--- config.mk ---
export PLATFORM = sky130hd
export DESIGN_NAME = beat_ctrl
export DESIGN_NICKNAME = d
export VERILOG_FILES = /design/src/rtl/beat_ctrl.sv
export SDC_FILE = /design/constraint.sdc
export NUM_CORES = 1
export LEC_CHECK = 0
export ABC_AREA = 1
export BUFFER_PORTS_ARGS = -buffer_cell sky130_fd_sc_hd__buf_2
export CAP_MARGIN = 15
export CORE_MARGIN = 5
export CORE_UTILIZATION = 53
export CTS_CLUSTER_SIZE = 8
export DETAILED_ROUTE_END_ITERATION = 7
export GPL_ROUTABILITY_DRIVEN = 0
export HOLD_SLACK_MARGIN = 0.12
export MAX_ROUTING_LAYER = met4
export PLACE_DENSITY_LB_ADDON = 0.05
export SKIP_CTS_REPAIR_TIMING = 1
export SKIP_LAST_GASP = 1
export SYNTH_ARGS = -nofsm -noshare
export SYNTH_HDL_FRONTEND = slang
export SYNTH_SLANG_ARGS = --single-unit
--- constraint.sdc ---
create_clock -name clk -period 3.35 [get_ports clk]
set_input_delay 0.1675 -clock clk [delete_from_list [all_inputs] [get_ports clk]]
set_output_delay 0.1675 -clock clk [all_outputs]
set_load 0.03 [all_outputs]
--- src/rtl/beat_ctrl.sv ---
// beat_ctrl -- run/stop/step sequencer for the CPU beat ring.
//
// Owns the one-hot beat register t and advances it only on live beats.
// Instructions are variable length: the ring returns to beat 0 after the
// beat whose index equals last_beat (or after beat NBEATS-1, whichever
// comes first). Free-run, single-step and halt/stop at instruction
// boundaries are supported.
//
// Optional feature macro: BEAT_CTRL_ICNT_EN
//   When defined, adds output instr_cnt[15:0], a wrapping count of
//   completed instructions, cleared when execution restarts from HALTED.
//
// Beat qualification: beat_en is the single "beat is live" qualifier. The
// micro-op decoder acts on the current t only in a cycle where beat_en=1,
// and the ring moves on at the edge closing that cycle. There is no
// back-pressure: a live beat is always consumed in the cycle it is
// offered. In single-step mode a beat goes live only on the cycle in which
// step_req rises; a held step_req produces exactly one live beat.
//
// dbg_state exposes the controller state for observation.

module beat_ctrl #(
  parameter int NBEATS = 8,
  parameter int LW     = 3
) (
  input  logic              clk,
  input  logic              reset,
  input  logic              start,
  input  logic              stop,
  input  logic              halt,
  input  logic              step_mode,
  input  logic              step_req,
  input  logic [LW-1:0]     last_beat,
  output logic [NBEATS-1:0] t,
  output logic              beat_en,
  output logic              running,
  output logic              halted,
  output logic              instr_done,
`ifdef BEAT_CTRL_ICNT_EN
  output logic [15:0]       instr_cnt,
`endif
  output logic [1:0]        dbg_state
);

  typedef enum logic [1:0] {
    S_IDLE   = 2'd0,
    S_RUN    = 2'd1,
    S_STEP   = 2'd2,
    S_HALTED = 2'd3
  } state_e;

  localparam logic [NBEATS-1:0] T_BEAT0 = NBEATS'(1);
  localparam logic [LW-1:0]     TOP_IDX = LW'(NBEATS - 1);

  state_e              state_q, state_d;
  logic [NBEATS-1:0]   t_q, t_d;
  logic                step_req_q;
  logic                instr_done_q;
  logic                running_q;
  logic                halted_q;

  logic                step_rise;
  logic                beat_live;
  logic                last;
  logic [LW-1:0]       cur;

  // Single-step trigger: a rising edge of the (already synchronised) button.
  assign step_rise = step_req & ~step_req_q;

  // A beat is live every cycle in RUN, and only on a button edge in STEP.
  always_comb begin
    beat_live = 1'b0;
    if (state_q == S_RUN) begin
      beat_live = 1'b1;
    end else if (state_q == S_STEP) begin
      beat_live = step_rise;
    end
  end

  // Encode the one-hot ring into the current beat index.
  always_comb begin
    cur = '0;
    for (int i = 0; i < NBEATS; i++) begin
      if (t_q[i]) begin
        cur = LW'(i);
      end
    end
  end

  // Final beat of the instruction: the decoder's last_beat, or the top of
  // the ring when last_beat points past it.
  assign last = beat_live & ((cur == last_beat) | (cur == TOP_IDX));

  // Ring advance: back to beat 0 after the last beat, else rotate left.
  always_comb begin
    t_d = t_q;
    if (beat_live) begin
      if (last) begin
        t_d = T_BEAT0;
      end else begin
        t_d = {t_q[NBEATS-2:0], t_q[NBEATS-1]};
      end
    end
  end

  // Next-state selection. halt/stop are only looked at on the last beat,
  // so the ring is always back at beat 0 when execution stops. A mode
  // switch between RUN and STEP keeps the current beat.
  always_comb begin
    state_d = state_q;
    case (state_q)
      S_IDLE, S_HALTED: begin
        if (start) begin
          state_d = step_mode ? S_STEP : S_RUN;
        end
      end
      S_RUN: begin
        if (last && halt) begin
          state_d = S_HALTED;
        end else if (last && stop) begin
          state_d = S_IDLE;
        end else if (step_mode) begin
          state_d = S_STEP;
        end
      end
      S_STEP: begin
        if (last && halt) begin
          state_d = S_HALTED;
        end else if (last && stop) begin
          state_d = S_IDLE;
        end else if (!step_mode) begin
          state_d = S_RUN;
        end
      end
      default: state_d = S_IDLE;
    endcase
  end

  // Controller registers: state, ring, step edge detector and the status
  // outputs, which are taken from the next state so they line up with it.
  always_ff @(posedge clk or negedge reset) begin
    if (!reset) begin
      state_q      <= S_IDLE;
      t_q          <= T_BEAT0;
      step_req_q   <= 1'b0;
      instr_done_q <= 1'b0;
      running_q    <= 1'b0;
      halted_q     <= 1'b0;
    end else begin
      state_q      <= state_d;
      t_q          <= t_d;
      step_req_q   <= step_req;
      instr_done_q <= last;
      running_q    <= (state_d == S_RUN) || (state_d == S_STEP);
      halted_q     <= (state_d == S_HALTED);
    end
  end

`ifdef BEAT_CTRL_ICNT_EN
  logic [15:0] instr_cnt_q;

  // Completed-instruction counter; a restart from HALTED clears it and
  // takes precedence over a coincident completion.
  always_ff @(posedge clk or negedge reset) begin
    if (!reset) begin
      instr_cnt_q <= 16'd0;
    end else if ((state_q == S_HALTED) && start) begin
      instr_cnt_q <= 16'd0;
    end else if (instr_done_q) begin
      instr_cnt_q <= instr_cnt_q + 16'd1;
    end
  end

  assign instr_cnt = instr_cnt_q;
`endif

  assign t          = t_q;
  assign beat_en    = beat_live;
  assign running    = running_q;
  assign halted     = halted_q;
  assign instr_done = instr_done_q;
  assign dbg_state  = state_q;

endmodule

Word level (Yosys, flattened, before mapping):

Index checks and enable logic that the tools add are counted.

* register bits: 14
* bits of input ports: 10
* output and inout port bits: 14
* logic and storage cells: 42

* eq/ne operators: 8
* multiplexer cells: 19
* bitwise logic cells: 4
* reduce and logical (&&, ||, !) cells: 5

Operators by type and width (number)
* 2-to-1 mux 3 bit: 6
* 2-to-1 mux 2 bit: 8
* == test 2 bit, second input constant: 4
* 2-to-1 mux 8 bit: 1
* one-hot mux 2 bit (3 select lines): 1
* == test 2 x 1 -> 1 bit, second input constant: 2
* == test 3 bit: 1
* == test 3 bit, second input constant: 1
* 2-to-1 mux 1 bit: 3
* AND 1 bit: 2
* logical AND 1 bit: 2
* zero test 2 bit: 1
* OR reduction 2 bit: 1
* logical OR 1 bit: 1
* NOT 1 bit: 1
* bitwise OR 1 bit: 1

Longest topological paths before layout:

Gate-level depths: netlist (run 1).

* depth after elaboration: 16
* depth in mapped cells: 17
* mapped depth without buffers: 17

Worst setup path before layout (run 1):

No wires, ideal clock.

* path kind: register -> register
* from: register t_q[4] (netlist: t[4])
* to: register running_q (netlist: running)
* arrival: 1.747 ns
* data required time: 3.224 ns
* path slack: 1.477 ns
* cell stages (with the launch flop): 16
* path buffers: 0
* period minus slack after synthesis: 1.873 ns
* cells stage by stage: dfrtp_1 > nor2_2 > nand2_1 > nand3_1 > nand2_1 > nor2_2 > nand3_2 > nand2_4 > nand3_4 > nand2_1 > nand2_1 > nand2_1 > nand2_1 > nand2_1 > nand2_1 > ha_1

* word-level cells in the longest chain between the ends: 13
* elaborated cells between the ends (all ways): 18
* those cells by class: eq/ne: 4; mux: 9; bitwise: 2; reduce/logical: 3

RTL lines
* start, declared: line 56 `logic [NBEATS-1:0] t_q, t_d;`
* start signal, assigned: line 151 `t_q <= t_d;`
* 2-to-1 mux 3 bit (*) (4 in a row): line 84 `if (t_q[i]) begin`
* == test 3 bit: line 92 `assign last = beat_live & ((cur == last_beat) | (cur == TOP_IDX));`
* bitwise OR 1 bit (*): line 92
* AND 1 bit (*): line 92
* logical AND 1 bit: line 120, 129
* 2-to-1 mux 2 bit (on tied branches): line 129, 120
* 2-to-1 mux 2 bit (on tied branches): line 127, 118
* one-hot mux 2 bit (3 select lines) (*): line 111 `case (state_q)`
* via state_d[0]: line 55 `state_e state_q, state_d;`
* == test 2 x 1 -> 1 bit or == test 2 bit (tied branches): line 154 `running_q <= (state_d == S_RUN) || (state_d == S_STEP);`
* logical OR 1 bit (*): line 154
* end signal, assigned: line 154
* end, declared: line 59 `logic running_q;`

Mark *: on every way through the listed nets, which the timed path passes. The rest lies on a longest branch.
A chain may end at the register's enable or synchronous reset.

Worst setup path after layout (run 1):

* from: register state_q[0] (netlist: dbg_state[0])
* to: register running_q (netlist: running)

* word-level cells in the longest chain between the ends: 10
* elaborated cells between the ends (all ways): 21
* those cells by class: eq/ne: 5; mux: 10; bitwise: 1; reduce/logical: 5

RTL lines
* start, declared: line 55
* start signal, assigned: line 150 `state_q <= state_d;`
* == test 2 bit: line 75, 111
* 2-to-1 mux 1 bit: line 75 `end else if (state_q == S_STEP) begin`
* 2-to-1 mux 1 bit: line 73 `if (state_q == S_RUN) begin`
* AND 1 bit: line 92
* logical AND 1 bit: line 120, 129
* 2-to-1 mux 2 bit (on tied branches): line 129, 120
* 2-to-1 mux 2 bit (on tied branches): line 127, 118
* one-hot mux 2 bit (3 select lines) (*): line 111
* via state_d[0]: line 55
* == test 2 x 1 -> 1 bit or == test 2 bit (tied branches): line 154
* logical OR 1 bit (*): line 154

Marked as above.

==> parameters.txt, run 1 <==
Parameter                              Value

Route
  Final Routed Wirelength ... 1.53 mm
  Number of DRC markers in iteration 0 ... 15
  Via count normalized by instance count ... 4.83
  Final antenna-violating net count ... 0
  DR WL/cell ... roughly 10 um
  Total number of vias ... 724
  Total DRC errors in the routed layout ... 0
  Length of the first detailed-routing pass in iterations ... 4

Yosys
  Count of different cell masters after synthesis ... 17
  Register area share after synthesis ... 43.9%
  Synthesized Nets ... between 100 and 150
  Number of warnings issued by yosys ... 0
  Post-synth top area share ... 40.6%
  Post-Syn Area per Cell ... 7.55 um2
  Synthesized flop and latch total ... 14
  Library cell occupying the most area in the post-synthesis netlist ... dfrtp_1
  Leading cell types by total area after synthesis ... dfrtp_1 (41%), nand2_1 (18%), inv_1 (6.6%)
  Synthesized area ... 801 um2
  Count of mapped cells out of synthesis ... 106

Timing
  Hold violation count in the final report ... 0
  Shortest clock period the worst path allows after layout ... 1.97 ns
  Fin Hold WS ... about 0.23 ns
  Aggregate negative setup slack ... 0 ns
  Max-slew violation count ... 0
  Unrepaired setup endpoints after global routing ... no
  Worst max-slew margin expressed relative to the limit ... 77.0%
  Post-Route Skew ... 0.00313 ns
  Fraction of the cycle the final worst path needs ... 58.7%
  Final setup vio count ... 0
  Highest attainable clock frequency ... 0.508 GHz
  Worst slew pin tran ... 0.343 ns

Clock network
  Clock tree from TritonCTS ... built
  Sinks on the clock net ... 14
  Later-pin clock latency in the skew report ... 0.27 ns
  Num CTS Buffers ... 3
  Buffer cell driving the clock tree root ... clkbuf_4
  Number of buffers on the longest clock path ... 2
  Clock slew at the register clock pins of the worst setup and hold paths ... about 0.080 ns
  CTS H-Tree Depth ... 1

Power
  Standby leakage power ... 0.000597 uW
  Power density over the cells ... around 980 nW/um2
  Max IR drop VDD ... 0.535 mV

Setup path
  CP peak stage delay ... 0.40 ns
  Critical setup path kind ... reg -> reg
  Worst path depth ... 12
  Worst Setup End Kind ... flip-flop
  Most prevalent standard cell on the critical path ... nand2_1
  Worst path top cell family by delay ... simple AND/OR/NAND/NOR gates
  Critical Path Source Type ... flip-flop
  CP cell instances ... inv_1 -> ha_1 -> nand3b_1 -> nand2_2 -> nand3_4 -> nand2_1 -> nand2_1 -> nand2_1 -> nand2_1 -> nand2_1 -> nand2_1 -> ha_1
  Slowest cell on the critical path ... dfrtp_1
  Required time reported for the critical path endpoint ... 3.51 ns
  Buffers and inverters on the worst path ... 1
  Number of cell instances on the worst register-to-register path ... 12
  Critical path fanouts, max ... 18
  Arrival time at the worst endpoint ... 2.12 ns

Floorplan
  Starting density of the core ... 54.4%
  Area of the die ... approximately 2400 um2
  Floorplan row count ... 14
  Vertical extent of the die ... 48.9 um
  Horizontal die dimension ... 48.9 um
  Number of ports placed on the die boundary ... 24
  Core outline area ... 1470 um2

Layout
  Layout cells sized above 1 ... about 30%
  Antenna Diode Count ... 0
  Non-filler instance count after layout ... 150
  Area Overhead vs Synth ... 23.4%
  Most frequent standard cell in the layout excluding fill and tap cells ... nand2_1
  Post-route design area ... 988 um2
  Most used cells in the layout excluding fill and tap cells ... nand2_1 (39), buf_2 (23), inv_1 (14)
  Fillers ... 140
  Net count reported at finish ... 148

Global routing
  Met1 Usage GRT ... 19.0%
  Aggregate global-route resource usage ... between 10 and 15%
  Met3 track utilization from global routing ... approximately 3%
  Pin count of the biggest net entering global routing ... 19
  Number of antenna violations at the first check in global routing ... 0
  Met2 global-route usage ... 22.4%
  Top Usage Layer GRT ... met2
  Total congestion overflow ... 0
  Number of global-route vias before repair ... 652
  Global-route wire length before repair ... 2.79 mm

Hold path
  Worst hold path stage count ... 3
  Class of the tightest hold or removal check ... in -> reg

Place
  Buffers added on ports ... 23
  Detailed Place HPWL ... 1.23 mm
  Post-detailed-placement cell area ... 932 um2
  Total instance count after detailed placement ... 144

Job
  Max-cap violations ... 0

Run status
  Result of the run ... finished, final reports clean
## flip-flops by register name (all words and copies together) (netlist names)
signal / flops
step_req_q: 1
instr_done: 1
t: 8
running: 1
halted: 1
dbg_state: 2
## per-stage QoR
step | setup slack (ns) | total power, uW | utilization, %
2_1_floorplan | 1.48 | 723 | -
3_5_place_dp | 1.37 | 864 | 63.4
4_1_cts | 1.37 | 982 | 65.8
6_report | 1.38 | 971 | 67.2
3_3_place_gp | 1.47 | 848 | 63.4
5_1_grt | 1.16 | 1070 | 67.2
## worst reg2reg max path, cell delays in order (launching register included)
cell and delay (ns):
dfrtp_1 0.40, inv_1 0.12, ha_1 0.20, nand3b_1 0.10, nand2_2 0.28, nand3_4 0.13
nand2_1 0.07, nand2_1 0.04, nand2_1 0.05, nand2_1 0.05, nand2_1 0.05, nand2_1 0.06
ha_1 0.29
## power by group
| group | internal, uW | switching [uW] |
|---|---|---|
| combinational | 175 | 399 |
| clock | 66.0 | 50.1 |
| sequential | 234 | 48.0 |
| total | 474 | 497 |
## synthesized netlist by cell type, drive strengths merged
library cell,count
nand3,12
nand3b,2
or2,1
inv,16
o21ai,8
nand2,42
dfrtp,13
dfstp,1
clkbuf,1
ha,3
nor2,7
## metal layers
layer | vias up | wire length, um
met5 | - | 0
met3 | 2 | 66
met2 | 12 | 723
met4 | 0 | 10
li1 | 384 | -
met1 | 326 | 728
## worst paths after layout
path,startpoint,endpoint,slack (ns)
max,dbg_state[0],running,1.38
min,start,dbg_state[1],0.23
max reg2reg,dbg_state[0],running,1.38
min reg2reg,t[0],t[0],0.48
max in group asynchronous,reset,t[0],2.75
min in group asynchronous,reset,t[3],0.31
## cells by family after synthesis
logic type | Yosys count | share of synthesized area (%)
AO/OA/AOI/OAI | 8 | 5.00
adder cells (fa/ha/maj) | 3 | 4.69
buffers and inverters | 17 | 7.97
flip-flops | 14 | 43.9
AND/OR/NAND/NOR | 64 | 38.4
## area by class of cell
cell class | count | area [um2] | share of cell area (%)
multi-input cells | 75 | 385 | 39.0
clock buffers | 4 | 36.3 | 3.67
repair buffers | 25 | 135 | 13.7
inverters | 16 | 60.1 | 6.08
well taps | 16 | 20.0 | 2.03
flip-flops and latches | 14 | 352 | 35.6
(Power assumes the default switching activity.)
==> run 2, diff against run 1 <==
- CORE_ASPECT_RATIO: not set -> 0.8
- CORE_UTILIZATION: 53 -> 44
- clock period: 3.35 -> 1.8 ns (I/O delays scaled with it)
==> run 2 against run 1 <==
- sequential power up 91%
- global-route usage fell by 0.68 points
- setup slack worse by 1.4 ns
- clock power up 95%
- cell count rose by 11%
- largest cell class unchanged
- utilization down 1.0 points
==> parameters.txt, run 2 (synthesized netlist as in run 1, its figures left out) <==
Parameter                              Value

Setup path
  Required time reported for the critical path endpoint ... 2.02 ns (-1.49 ns)
  Critical setup path kind ... reg -> reg
  Slowest cell on the critical path ... dfrtp_2
  Buffers and inverters on the worst path ... 0 (-1)
  Critical path fanouts, max ... 4 (-14)
  Worst path top cell family by delay ... simple AND/OR/NAND/NOR gates
  Arrival time at the worst endpoint ... 2.02 ns (-0.10 ns)
  CP cell instances ... nor2_4 -> nand2_1 -> nand2_1 -> nand2_1 -> nor2_2 -> nand3_2 -> nand2_4 -> nand3_4 -> nand2_1 -> nand2_1 -> nand2_1 -> nand2_1 -> nand2_2 -> nand2_1 -> ha_2
  Setup slack, reg-to-reg ... 0.0004 ns (-1.38 ns)
  CP peak stage delay ... 0.43 ns (+0.03 ns)
  Critical Path Source Type ... flip-flop
  Most prevalent standard cell on the critical path ... nand2_1
  Worst Setup End Kind ... flip-flop

Route
  Total DRC errors in the routed layout ... 0 (unchanged)
  DR WL/cell ... 10.1 um (-0.95%)
  Total number of vias ... 755 (+4.3%)
  Final antenna-violating net count ... 0 (unchanged)
  Number of DRC markers in iteration 0 ... 22 (+7)
  Length of the first detailed-routing pass in iterations ... 4 (unchanged)
  Final Routed Wirelength ... 1.68 mm (+9.6%)
  Via count normalized by instance count ... 4.55 (-5.8%)

Run status
  Result of the run ... finished, final reports clean

Place
  Total instance count after detailed placement ... 160 (+11%)
  Post-placement setup slack ... -0.0379 ns (-1.41 ns)
  Buffers added on ports ... 23 (unchanged)
  Post-detailed-placement cell area ... 1020 um2 (+9.9%)
  Detailed Place HPWL ... 1.29 mm (+5.3%)

Layout
  Most frequent standard cell in the layout excluding fill and tap cells ... nand2_1
  Number of flip-flops under the largest register name ... 8 (unchanged)
  Antenna Diode Count ... 0 (unchanged)
  Most used cells in the layout excluding fill and tap cells ... nand2_1 (34), buf_2 (22), inv_1 (14)
  Final Core Density ... 66.2% (-1.0 points)
  Layout cells sized above 1 ... 44.4% (+15 points)
  Post-route design area ... 1110 um2 (+12%)
  Non-filler instance count after layout ... 166 (+11%)
  Fillers ... 158 (+13%)
  Area Overhead vs Synth ... 38.4%
  Net count reported at finish ... 158 (+6.8%)

Floorplan
  Horizontal die dimension ... 57.7 um (+18%)
  Core outline area ... 1680 um2 (+14%)
  Number of ports placed on the die boundary ... 24 (unchanged)
  Floorplan row count ... 13 (-1)
  Vertical extent of the die ... 48.2 um (-1.5%)
  Area of the die ... 2780 um2 (+16%)
  Starting density of the core ... 47.8% (-6.6 points)

Clock network
  Buffer cell driving the clock tree root ... clkbuf_4
  Num CTS Buffers ... 3 (unchanged)
  CTS H-Tree Depth ... 1 (unchanged)
  Clock tree from TritonCTS ... built
  Later-pin clock latency in the skew report ... 0.28 ns (about the same)
  Sinks on the clock net ... 14 (unchanged)
  Number of buffers on the longest clock path ... 2 (unchanged)
  Clock slew at the register clock pins of the worst setup and hold paths ... 0.09 ns (about the same)

Global routing
  Aggregate global-route resource usage ... 14.1% (-0.68 points)
  Pin count of the biggest net entering global routing ... 16 (-3)
  Met3 track utilization from global routing ... 1.85% (-1.2 points)
  Total congestion overflow ... 0 (unchanged)
  Global-route wire length before repair ... 2.79 mm (+0.25%)
  Met2 global-route usage ... 21.2% (-1.2 points)
  Top Usage Layer GRT ... met2
  Number of antenna violations at the first check in global routing ... 0 (unchanged)
  Met1 Usage GRT ... 18.2% (-0.77 points)
  Number of global-route vias before repair ... 680 (+4.3%)

Timing
  Hold violation count in the final report ... 0 (unchanged)
  Max-slew violation count ... 0 (unchanged)
  Worst slew pin tran ... 0.302 ns (-0.0414 ns)
  Post-Route Skew ... 0.00741 ns (+0.00428 ns)
  Worst setup margin ... 0.000449 ns (-1.38 ns)
  Shortest clock period the worst path allows after layout ... 1.80 ns (-0.168 ns)
  Aggregate negative setup slack ... 0 ns (unchanged)
  Unrepaired setup endpoints after global routing ... yes
  Highest attainable clock frequency ... 0.556 GHz (+9.3%)
  Worst max-slew margin expressed relative to the limit ... 79.9% (+2.8 points)
  Final setup vio count ... 0 (unchanged)
  Fraction of the cycle the final worst path needs ... 100% (+41 points)

Power
  Max IR drop VDD ... 1.16 mV (+120%)
  Standby leakage power ... 0.000638 uW (+6.8%)
  Power density over the cells ... 1860 nW/um2 (+89%)

Hold path
  Class of the tightest hold or removal check ... in -> reg

Job
  Max-cap violations ... 0 (unchanged)
-- run 2: final cells by class --
class,count,area (um2),share of cell area [%]
clock buffer,4,36.3,3.27
inverter,16,60.1,5.42
multi-input combinational,75,410,37.0
sequential,14,362,32.6
tap,22,27.5,2.48
timing repair buffer,35,213,19.2
-- run 2: routing by layer --
layer / vias up / wire, um / part of all wire (%)
li1: 405 / - / -
met1: 328 / 884 / 53
met2: 17 / 679 / 41
met3: 5 / 71 / 4.2
met4: 0 / 40 / 2.4
met5: - / 0 / 0
-- run 2: per-stage QoR --
stage	hold WS (ns)	total power, uW
after floorplan	-0.206	1360
after global placement	-0.00612	1770
after detailed placement	-0.00381	1780
after CTS	-0.317	2020
after global routing	0.159	2230
final	0.121	2060
-- run 2: power breakdown --
group | switching, uW | internal, uW
sequential | 89.9 | 448
clock | 103 | 123
combinational | 808 | 490
total | 1000 | 1060
-- run 2: path summary, 6_finish.rpt --
| path | cells after the start | start | end |
|---|---|---|---|
| worst max-delay path | 15 | t[5] | running |
| worst min-delay path | 3 | start | dbg_state[1] |
| worst max register to register | 15 | t[5] | running |
| worst min register to register | 2 | t[0] | t[0] |
| max in group asynchronous | 2 | reset | t[0] |
| min in group asynchronous | 2 | reset | t[3] |
-- run 2: worst reg2reg max path: stages (launching register included) --
cell,delay (ns)
dfrtp_2,0.43
nor2_4,0.13
nand2_1,0.07
nand2_1,0.05
nand2_1,0.06
nor2_2,0.10
nand3_2,0.09
nand2_4,0.09
nand3_4,0.08
nand2_1,0.07
nand2_1,0.04
nand2_1,0.05
nand2_1,0.06
nand2_2,0.06
nand2_1,0.05
ha_2,0.31
==> run 3, diff against run 2 <==
- CORE_UTILIZATION: 44 -> 30
==> run 3 against run 2 <==
- the run now ends with negative setup slack left
- routed wire length is 15% higher
- clock power fell by 3%
- count of clock-buffer cells in the layout unchanged
- flip-flop and latch count unchanged
- non-clock buffer count rose by 4
- register-to-register slack got worse by 0.08 ns
- power up 6.6%
- combinational power rose by 12%
- largest cell class unchanged
- setup slack lost 0.075 ns
- critical path depth increased by 2
==> parameters.txt, run 3 (synthesized netlist as in run 1, its figures left out) <==
Parameter                              Value

Setup path
  Buffers and inverters on the worst path ... 1 (+1)
  Worst path top cell family by delay ... simple AND/OR/NAND/NOR gates
  Critical setup path kind ... reg -> reg
  CP peak stage delay ... 0.41 ns (-0.02 ns)
  Critical path fanouts, max ... 4 (unchanged)
  Slowest cell on the critical path ... dfrtp_2
  Setup slack, reg-to-reg ... -0.07 ns (-0.08 ns)
  Arrival time at the worst endpoint ... 2.04 ns (+0.02 ns)
  Most prevalent standard cell on the critical path ... nand2_2
  Critical Path Source Type ... flip-flop
  Worst Setup End Kind ... flip-flop
  Required time reported for the critical path endpoint ... 1.96 ns (-0.06 ns)
  CP cell instances ... inv_2 -> nand2_2 -> nand2_2 -> nand2_2 -> nand2_2 -> nand2_2 -> nor2_2 -> nand3_2 -> nand2_4 -> nand3_4 -> nand2_1 -> nand2_1 -> nand2_1 -> nand2_1 -> nand2_2 -> nand2_2 -> ha_4

Global routing
  Pin count of the biggest net entering global routing ... 17 (+1)
  Global-route wire length before repair ... 3.11 mm (+11%)
  Aggregate global-route resource usage ... 10.7% (-3.4 points)
  Number of antenna violations at the first check in global routing ... 0 (unchanged)
  Total congestion overflow ... 0 (unchanged)
  Number of global-route vias before repair ... 708 (+4.1%)

Route
  DR WL/cell ... 10.5 um (+3.9%)
  Number of DRC markers in iteration 0 ... 20 (-9.1%)
  Final antenna-violating net count ... 0 (unchanged)
  Via count normalized by instance count ... 4.14 (-9.1%)
  Final Routed Wirelength ... 1.93 mm (+15%)
  Total number of vias ... 761 (+0.79%)
  Total DRC errors in the routed layout ... 0 (unchanged)
  Length of the first detailed-routing pass in iterations ... 4 (unchanged)

Floorplan
  Starting density of the core ... 32.0% (-16 points)
  Horizontal die dimension ... 67.8 um (+17%)
  Core outline area ... 2500 um2 (+49%)
  Number of ports placed on the die boundary ... 24 (unchanged)
  Area of the die ... 3810 um2 (+37%)
  Floorplan row count ... 16 (+3)
  Vertical extent of the die ... 56.2 um (+17%)

Timing
  Shortest clock period the worst path allows after layout ... 1.87 ns (+0.0750 ns)
  Hold violation count in the final report ... 0 (unchanged)
  Max-slew violation count ... 0 (unchanged)
  Aggregate negative setup slack ... -0.0746 ns (-0.0746 ns)
  Worst slew pin tran ... 0.304 ns (+0.00267 ns)
  Worst max-slew margin expressed relative to the limit ... 79.5% (-0.39 points)
  Post-Route Skew ... 0.00360 ns (-0.00380 ns)
  Final setup vio count ... 1 (+1)
  Worst setup margin ... -0.0746 ns (-0.0750 ns)
  Unrepaired setup endpoints after global routing ... yes
  Fin Hold WS ... 0.177 ns (+0.0556 ns)
  Fraction of the cycle the final worst path needs ... 104% (+4.2 points)
  Highest attainable clock frequency ... 0.533 GHz (-4.0%)

Layout
  Non-filler instance count after layout ... 184 (+11%)
  Net count reported at finish ... 162 (+2.5%)
  Layout cells sized above 1 ... 48.6% (+4.2 points)
  Number of flip-flops under the largest register name ... 8 (unchanged)
  Most frequent standard cell in the layout excluding fill and tap cells ... nand2_1
  Antenna Diode Count ... 0 (unchanged)
  Most used cells in the layout excluding fill and tap cells ... nand2_1 (30), buf_2 (22), inv_1 (14), buf_4 (14), nand2_2 (11)
  Area Overhead vs Synth ... 46.2%

Power
  Net load switching power ... 1060 uW (+6.0%)
  Standby leakage power ... 0.000656 uW (+2.9%)
  Power density over the cells ... 1880 nW/um2 (+0.87%)
  Net switching share of the total power ... 48.3% (-0.27 points)
  Seq pwr share ... 24.0% (-2.1 points)
  Combinational cell fraction of total power ... 66.0% (+3.1 points)
  Clock network fraction of total power ... 10.0% (-1.0 points)
  Internal Pwr Total ... 1140 uW (+7.1%)
  Post-layout power ... 2200 uW (+6.6%)
  Max IR drop VDD ... 0.884 mV (-24%)

Place
  Total instance count after detailed placement ... 175 (+9.4%)
  Buffers added on ports ... 23 (unchanged)
  Detailed Place HPWL ... 1.47 mm (+13%)

Clock network
  Num CTS Buffers ... 3 (unchanged)
  Clock tree from TritonCTS ... built
  Buffer cell driving the clock tree root ... clkbuf_4
  Number of buffers on the longest clock path ... 2 (unchanged)
  Clock slew at the register clock pins of the worst setup and hold paths ... 0.08 ns (about the same)
  Sinks on the clock net ... 14 (unchanged)
  Later-pin clock latency in the skew report ... 0.27 ns (about the same)
  CTS H-Tree Depth ... 1 (unchanged)

Job
  Max-cap violations ... 0 (unchanged)

Run status
  Failing checks ... negative setup slack
  Result of the run ... finished, violations left

Hold path
  Class of the tightest hold or removal check ... in -> reg
-- run 3: changes by cell type in the layout (fill, tap and decap cells not counted) --
cell / change
buf_4: +4
nand2_1: -4
nand2_2: +4
ha_2: -1
ha_4: +1
nor2_2: +1
nor2_4: -1
-- run 3: layer usage --
layer	up-vias	global-route usage, %	part of all wire, %
met3	2	1.82	5.3
met1	327	15.8	49
li1	412	-	-
met5	-	-	0
met4	0	4.34	0.73
met2	20	14.3	45
-- run 3: area by class of cell --
cell class	instances	area, um2
inverters	16	60.1
flip-flops and latches	14	362
clock buffers	4	36.3
fillers	269	1330
repair buffers	39	243
well taps	36	45.0
multi-input cells	75	425
-- run 3: worst paths after layout --
check | from | endpoint | depth (start not counted)
max | t[2] | running | 17
min | start | dbg_state[1] | 3
max reg2reg | t[2] | running | 17
min reg2reg | t[0] | t[0] | 2
max in group asynchronous | reset | t[0] | 2
min in group asynchronous | reset | t[4] | 2
-- run 3: power groups by stage --
stage	sequential, uW	clock (uW)	combinational, uW
2_1_floorplan	762	0	601
3_3_place_gp	524	0	1270
3_5_place_dp	530	0	1280
4_1_cts	525	225	1280
5_1_grt	547	241	1630
6_report	527	220	1450
-- run 3: per-stage QoR --
| step | area (um2) | util (%) | setup WS, ns |
|---|---|---|---|
| after floorplan | 811 | - | -0.0206 |
| after global placement | 1050 | 41.9 | -0.0471 |
| after detailed placement | 1050 | 41.9 | -0.0674 |
| after CTS | 1090 | 43.4 | -0.0848 |
| after global routing | 1170 | 46.8 | -0.283 |
| final | 1170 | 46.8 | -0.0746 |
-- run 3: worst min-delay path: cells and delay by family --
| kind | cells | cell delay, ns |
|---|---|---|
| AOI/OAI and AO/OA | 1 | 0.13 |
| buffers and inverters | 1 | 0.10 |
| and+or+nand+nor | 1 | 0.09 |
